## src/rtl/ins_loader_pkg.sv

```systemverilog
// Shared state encoding and load-format constants
// for the instruction memory loader.
`timescale 1ns/1ps
package ins_loader_pkg;

  typedef enum logic [2:0] {
    IDLE  = 3'd0,
    HDR   = 3'd1,
    DATA  = 3'd2,
    WRITE = 3'd3,
    FIN   = 3'd4
  } state_t;

  localparam int HDR_BYTES  = 2;
  localparam int WORD_BYTES = 4;

endpackage

```

## src/rtl/ins_loader.sv

```systemverilog
// Byte-stream instruction loader: 16-bit LE word count
// header, then LE 32-bit words written to imem.
`timescale 1ns/1ps
module ins_loader
  import ins_loader_pkg::*;
#(
  parameter int DATA_WIDTH = 32,
  parameter int ADDR_WIDTH = 10
) (
  input  logic                  clk,
  input  logic                  rst,
  input  logic                  start,
  input  logic                  byte_valid,
  input  logic [7:0]            byte_data,
  output logic                  byte_ready,
  output logic                  we,
  output logic [ADDR_WIDTH-1:0] wa,
  output logic [DATA_WIDTH-1:0] wd,
  output logic                  busy,
  output logic                  done,
  output logic                  err
);

  localparam logic [ADDR_WIDTH:0] DEPTH =
    {1'b1, {ADDR_WIDTH{1'b0}}};
  localparam logic [ADDR_WIDTH:0] ONE =
    {{ADDR_WIDTH{1'b0}}, 1'b1};

  state_t state_q, state_d;
  logic [1:0] bcnt_q, bcnt_d;
  logic [7:0] lo_q, lo_d;
  logic [DATA_WIDTH-1:0] word_q, word_d;
  logic [DATA_WIDTH-1:0] wd_q, wd_d;
  logic [DATA_WIDTH-1:0] word_nx;
  logic [ADDR_WIDTH-1:0] wa_q, wa_d;
  logic [ADDR_WIDTH:0] cnt_q, cnt_d;
  logic [ADDR_WIDTH:0] n_q, n_d;
  logic [ADDR_WIDTH:0] cnt_inc;
  logic err_q, err_d;
  logic take, last_hdr, last_byte, oversize;
  logic [15:0] hdr_w;

  assign byte_ready = (state_q == HDR) ||
                      (state_q == DATA);
  assign take = byte_valid & byte_ready;
  assign hdr_w = {byte_data, lo_q};
  assign oversize = {1'b0, hdr_w} > 17'(DEPTH);
  assign word_nx = {byte_data, word_q[DATA_WIDTH-1:8]};
  assign last_hdr = bcnt_q == 2'(HDR_BYTES - 1);
  assign last_byte = bcnt_q == 2'(WORD_BYTES - 1);
  assign cnt_inc = cnt_q + ONE;

  assign we = state_q == WRITE;
  assign busy = (state_q == HDR) ||
                (state_q == DATA) ||
                (state_q == WRITE);
  assign done = state_q == FIN;
  assign err = err_q;
  assign wa = wa_q;
  assign wd = wd_q;

  // Next state: header parse, word assembly, write, finish.
  always_comb begin
    state_d = state_q;
    bcnt_d = bcnt_q;
    lo_d = lo_q;
    word_d = word_q;
    wd_d = wd_q;
    wa_d = wa_q;
    cnt_d = cnt_q;
    n_d = n_q;
    err_d = err_q;
    unique case (state_q)
      IDLE, FIN: begin
        if (start) begin
          state_d = HDR;
          err_d = 1'b0;
          bcnt_d = '0;
          cnt_d = '0;
        end
      end
      HDR: begin
        if (take) begin
          if (!last_hdr) begin
            lo_d = byte_data;
            bcnt_d = bcnt_q + 2'd1;
          end else begin
            bcnt_d = '0;
            if (hdr_w == 16'd0) begin
              state_d = FIN;
            end else begin
              state_d = DATA;
              err_d = oversize;
              n_d = oversize ? DEPTH
                             : hdr_w[ADDR_WIDTH:0];
            end
          end
        end
      end
      DATA: begin
        if (take) begin
          word_d = word_nx;
          if (last_byte) begin
            bcnt_d = '0;
            wd_d = word_nx;
            wa_d = cnt_q[ADDR_WIDTH-1:0];
            state_d = WRITE;
          end else begin
            bcnt_d = bcnt_q + 2'd1;
          end
        end
      end
      WRITE: begin
        cnt_d = cnt_inc;
        state_d = (cnt_inc == n_q) ? FIN : DATA;
      end
      default: state_d = IDLE;
    endcase
  end

  // State and datapath registers with synchronous reset.
  always_ff @(posedge clk) begin
    if (rst) begin
      state_q <= IDLE;
      bcnt_q <= '0;
      lo_q <= '0;
      word_q <= '0;
      wd_q <= '0;
      wa_q <= '0;
      cnt_q <= '0;
      n_q <= '0;
      err_q <= 1'b0;
    end else begin
      state_q <= state_d;
      bcnt_q <= bcnt_d;
      lo_q <= lo_d;
      word_q <= word_d;
      wd_q <= wd_d;
      wa_q <= wa_d;
      cnt_q <= cnt_d;
      n_q <= n_d;
      err_q <= err_d;
    end
  end

endmodule

```

## config.mk

```make
export PLATFORM = sky130hd
export DESIGN_NAME = ins_loader
export DESIGN_NICKNAME = d
export VERILOG_FILES = /design/src/rtl/ins_loader_pkg.sv /design/src/rtl/ins_loader.sv
export SDC_FILE = /design/constraint.sdc
export NUM_CORES = 1
export LEC_CHECK = 0
export CORE_ASPECT_RATIO = 1.1
export CORE_MARGIN = 1.5
export CORE_UTILIZATION = 30
export DETAILED_ROUTE_END_ITERATION = 10
export PLACE_DENSITY = 0.55
export SYNTH_ARGS = -nofsm -noshare
export SYNTH_HDL_FRONTEND = slang
export SYNTH_SLANG_ARGS = --single-unit
```

## constraint.sdc

```tcl
create_clock -name clk -period 3.5 [get_ports clk]
set_clock_uncertainty 0.15 [all_clocks]
set_input_delay 0.35 -clock clk [delete_from_list [all_inputs] [get_ports clk]]
set_output_delay 0.35 -clock clk [all_outputs]
set_load 0.1 [all_outputs]
```

# == Yosys cells after proc, flatten, opt, wreduce, memory -nomap -nowiden ==
# Index checks and enable logic that the tools add are counted.
# W data, S select, Z words.
# word_totals
regBits,110
latchBits,0
ram_bits,0
romBits,0
memories,0
# classes
add_sub_neg,2
mul,0
div_mod_pow,0
magnitude_cmp,1
eq_ne,13
shifts,0
muxes,22
bitwise_logic,3
reduce_logical,16
# op_table
op,count
$mux W11,2
$pmux W11 S2,1
$mux W3,7
$gt A16 B11 Y1 const B,1
$logic_not A16 Y1,1
$ne A2 B2 Y1 const B,6
$pmux W3 S4,1
$add A11 B1 Y11 const B,1
$eq A11 B11 Y1,1
$mux W2,5
$reduce_and A5 Y1,2
$reduce_and A4 Y1,2
$eq A3 B2 Y1 const B,2
$pmux W2 S3,1
$reduce_and A3 Y1,2
$mux W1,4
$reduce_and A2 Y1,2
$reduce_bool A2 Y1,2
$eq A3 B1 Y1 const B,1
$eq A3 B3 Y1 const B,1
$logic_not A3 Y1,1
$reduce_bool A3 Y1,1
$add A2 B1 Y2 const B,1
$eq A2 B1 Y1 const B,1
other kinds (6),8

# == Logic depth before layout (Yosys ltp) ==
# logic_depth
depth_word,5
mapped_depth,9

# == Worst setup path after synthesis ==
# No wires, ideal clock.
# synth_timing
kind,flip-flop to output port
start,reg state_q[2]
end,out done
arrival_time_ns,2.706
t_required_ns,3.000
slack_ns,0.294
stages_incl_launch_ff,4
path_buffers,1
cell_sequence,dfxtp_1 -> clkbuf_2 -> inv_1 -> nor3_1
# synth_via
elab_chain_len,1
# synth_rtl
element,line_no,rtl
start: declaration,ins_loader.sv:29,"state_t state_q, state_d;"
start signal: assignment,ins_loader.sv:134,state_q <= state_d;
$eq A3 B3 Y1,ins_loader.sv:57,assign done = state_q == FIN;
end: declaration,ins_loader.sv:20,"output logic done,"
# No other way between the ends.

# == Worst setup path after layout ==
# layout_timing
start,reg state_q[2]
end,reg cnt_q[3]
# layout_via
elab_chain_len,4
# layout_rtl
element,line_no,rtl
$eq A3 B3 Y1 / $logic_not A3 Y1 (equally long branches),ins_loader.sv:73,unique case (state_q)
$reduce_or A2 Y1,ins_loader.sv:73,
$ne A2 B2 Y1 (no line) / $reduce_bool A2 Y1 (equally long branches),--,
$reduce_and A2 Y1 (no line),--,
end signal: assignment,ins_loader.sv:140,cnt_q <= cnt_d;
end: declaration,ins_loader.sv:36,"logic [ADDR_WIDTH:0] cnt_q, cnt_d;"
# Several ways; a longest one is shown, not always the timed one.
# A chain may end at the register's enable or synchronous reset.

==> impl_metrics.yaml <==
routing:
  wl_met2_mm: 4.82
  drt-total-wl_mm: 10.5
  wl_met1_mm: 5.06
  drt-pass1-iter-count: 5
  postRouteAntennaNets: 0
  vias: 3696
  first_iter_violations: 248
  viasPerCell: 4.83
  post_drt_wl_per_cell_um: 13.8
  met3WireLength_um: 495
  highest_layer: "met4"
  drc_errors: 0
synthesis:
  synth_edf_count: 0
  async_flop_share: 0
  syn_avg_cell_area_sq_um: 7.94
  netlist.area_leader.share: 0.482
  synth_nets: 549
  ys.flop_type: "dfxtp_1"
  syn-instance-count: 533
  yosysTopAreaCell: "dfxtp_1"
  seq_area_frac_synth: 0.482
  synthTopCellsByArea: "dfxtp_1 (48%), nand2_1 (13%), a21oi_1 (9.7%), nor2_1 (3.8%), xnor2_1 (2.7%)"
  netlist-cell-type-count: 48
  yosys_warnings: 0
  synth_area_sq_um: 4230
  ys_ff_latch: 102
power_and_ir_drop:
  power_mw: 2.92
  intPower_mw: 1.95
  power.density_nw_per_um2: 555
  pwr-share-clk: 0.348
  swShare: 0.331
  p_comb_frac: 0.217
  ir_drop_mv: 0.251
  p_seq_frac: 0.435
  p_switching_mw: 0.967
  leakage_nw: 1.70
floorplan:
  die_area_sq_um: 14800
  die_h_um: 128
  pin_count: 59
  die_w_um: 116
  core_sq_um: 13800
  rows: 45
  start_util: 0.307
cts:
  htree_levels: 3
  post_cts_resized: 0
  cts_max_path_buffers: 2
  cts_tree: "built"
  cts_buffers: 9
  hold_buffers: 0
  post-cts-setup-buffers: 0
  path_clk_slew_ps: 70
  root_buffer: "clkbuf_16"
  cts_sinks: 102
  clock_latency_ps: 350
run_status:
  status: "completed"
place:
  post_dp_cell_area_sq_um: 4960
  dpl.cell_count: 749
  numPortBuffers: 58
  place.gp.congestion: 0.778
  hpwl_mm: 7.13
setup_path:
  worst-setup-path-type: "flop to flop"
  crit_path_end_kind: "flop"
  path_cells: "nor2_1 > nand2_1 > inv_2 > a21oi_1 > o21ai_0 > a21oi_1"
  worstSetupStartpointType: "flop"
  worst_path_max_delay_cell: "a21oi_1"
  crit_arrival_ps: 2710
  path_max_fanout: 16
  max_stage_delay_ps: 720
  worst_path_most_repeated_cell: "a21oi_1"
  cp.required_ps: 3620
layout:
  diodes: 0
  utilization: 0.381
  final_area_sq_um: 5260
  fin_cells: 765
  n_fill_cell: 1416
  area_delta_synth_final_pct: 24.2
  drive_gt1_frac: 0.0659
  nNetsFinal: 588
  layout_common_cells: "nand2_1 (145), dfxtp_1 (102), a21oi_1 (82), clkdlybuf4s50_1 (53), nor2_1 (43)"
  final_common_cell: "nand2_1"
timing:
  finalHoldViolCount: 0
  rsz0062_at_grt: "false"
  drv_slew: 0
  worstMarginPinSlew_ps: 1010
  fin_crit_ps: 2590
  finalSetupTns_ps: 0
  max_freq_ghz: 0.386
  finalSetupViolations: 0
  finalCritPeriodShare: 0.740
  max-slew-margin-rel: 0.325
global_routing:
  grt_pass1_wl_mm: 17.4
  grt_antenna_before_repair: 0
  grt_max_degree: 61
  grt_usage: 0.150
  overflow: 0
  grt_pass1_vias: 3468
run:
  maxCapViolations: 0
min_path:
  hold_path_class: "flop to flop"
[critical path: cells and delay by family, from the launching register on]
family                 cells  cell delay [ps]
AOI/OAI and AO/OA          3             1120
buffers and inverters      1              200
DFF                        1              550
and+or+nand+nor            2              500
[power groups by stage]
stage | registers [mW] | clock network (mW) | logic [mW]
final | 1.27 | 1.02 | 0.635
after global routing | 1.28 | 1.09 | 0.680
after CTS | 1.27 | 1.05 | 0.634
after detailed placement | 1.30 | 0 | 0.631
after global placement | 1.29 | 0 | 0.624
after floorplan | 1.25 | 0 | 0.532
[routing by layer]
metal  vias up  global-route usage
met4         0              0.0631
met2        78               0.231
met1      1722               0.201
met5         -                   0
met3        14              0.0346
li1       1882                   -
[sequential cells by signal, summed over array words and instances (netlist names)]
name	flops
lo_q	8
wd	32
n_q	11
wa	10
bcnt_q	2
cnt_q	11
err	1
state_q	3
word_q	24
[final timing paths]
check,start,endpoint,slack [ps],cells past startpoint
hold reg to reg,wd[9],wd[9],300,2
hold / removal,wd[9],wd[9],300,2
setup / recovery,state_q[2],cnt_q[3],910,6
setup reg to reg,state_q[2],cnt_q[3],910,6
[per-stage QoR]
step           hold WS [ps]  setup slack, ps
6_report                304              910
5_1_grt                 320              714
2_1_floorplan           282              294
3_3_place_gp            295              800
3_5_place_dp            296              691
4_1_cts                 307              912
[layout make-up]
class / count / area (sq um) / area share
clock inverters: 6 / 70.1 / 0.0133
clock buffers: 10 / 229 / 0.0436
multi-input cells: 388 / 2020 / 0.385
inverters: 5 / 18.8 / 0.00357
flip-flops and latches: 102 / 2040 / 0.388
well taps: 188 / 235 / 0.0447
repair buffers: 66 / 638 / 0.121
[cell families after synthesis]
family,Yosys count,share of synthesized area
flip-flops,102,0.482
XOR/XNOR,15,0.0310
multiplexers,8,0.0189
buffers and inverters,43,0.0411
adder cells (fa/ha/maj),4,0.0118
AO/OA/AOI/OAI,122,0.165
AND/OR/NAND/NOR,239,0.250
[synthesized netlist by cell type (3+ instances only)]
cell type	instances
a211oi_1	3
buf_2	9
nor3b_1	4
dfxtp_1	102
and2_1	4
mux2i_1	8
nand3_1	7
inv_1	3
and3_1	4
a31oi_1	6
clkbuf_1	28
a21oi_1	82
nor2_1	43
or4_1	3
a22oi_1	11
xnor2_1	13
nand2_1	145
nor3_1	3
nor4_1	3
or3_1	6
ha_1	4
o21ai_0	10
(Power assumes the default switching activity.)
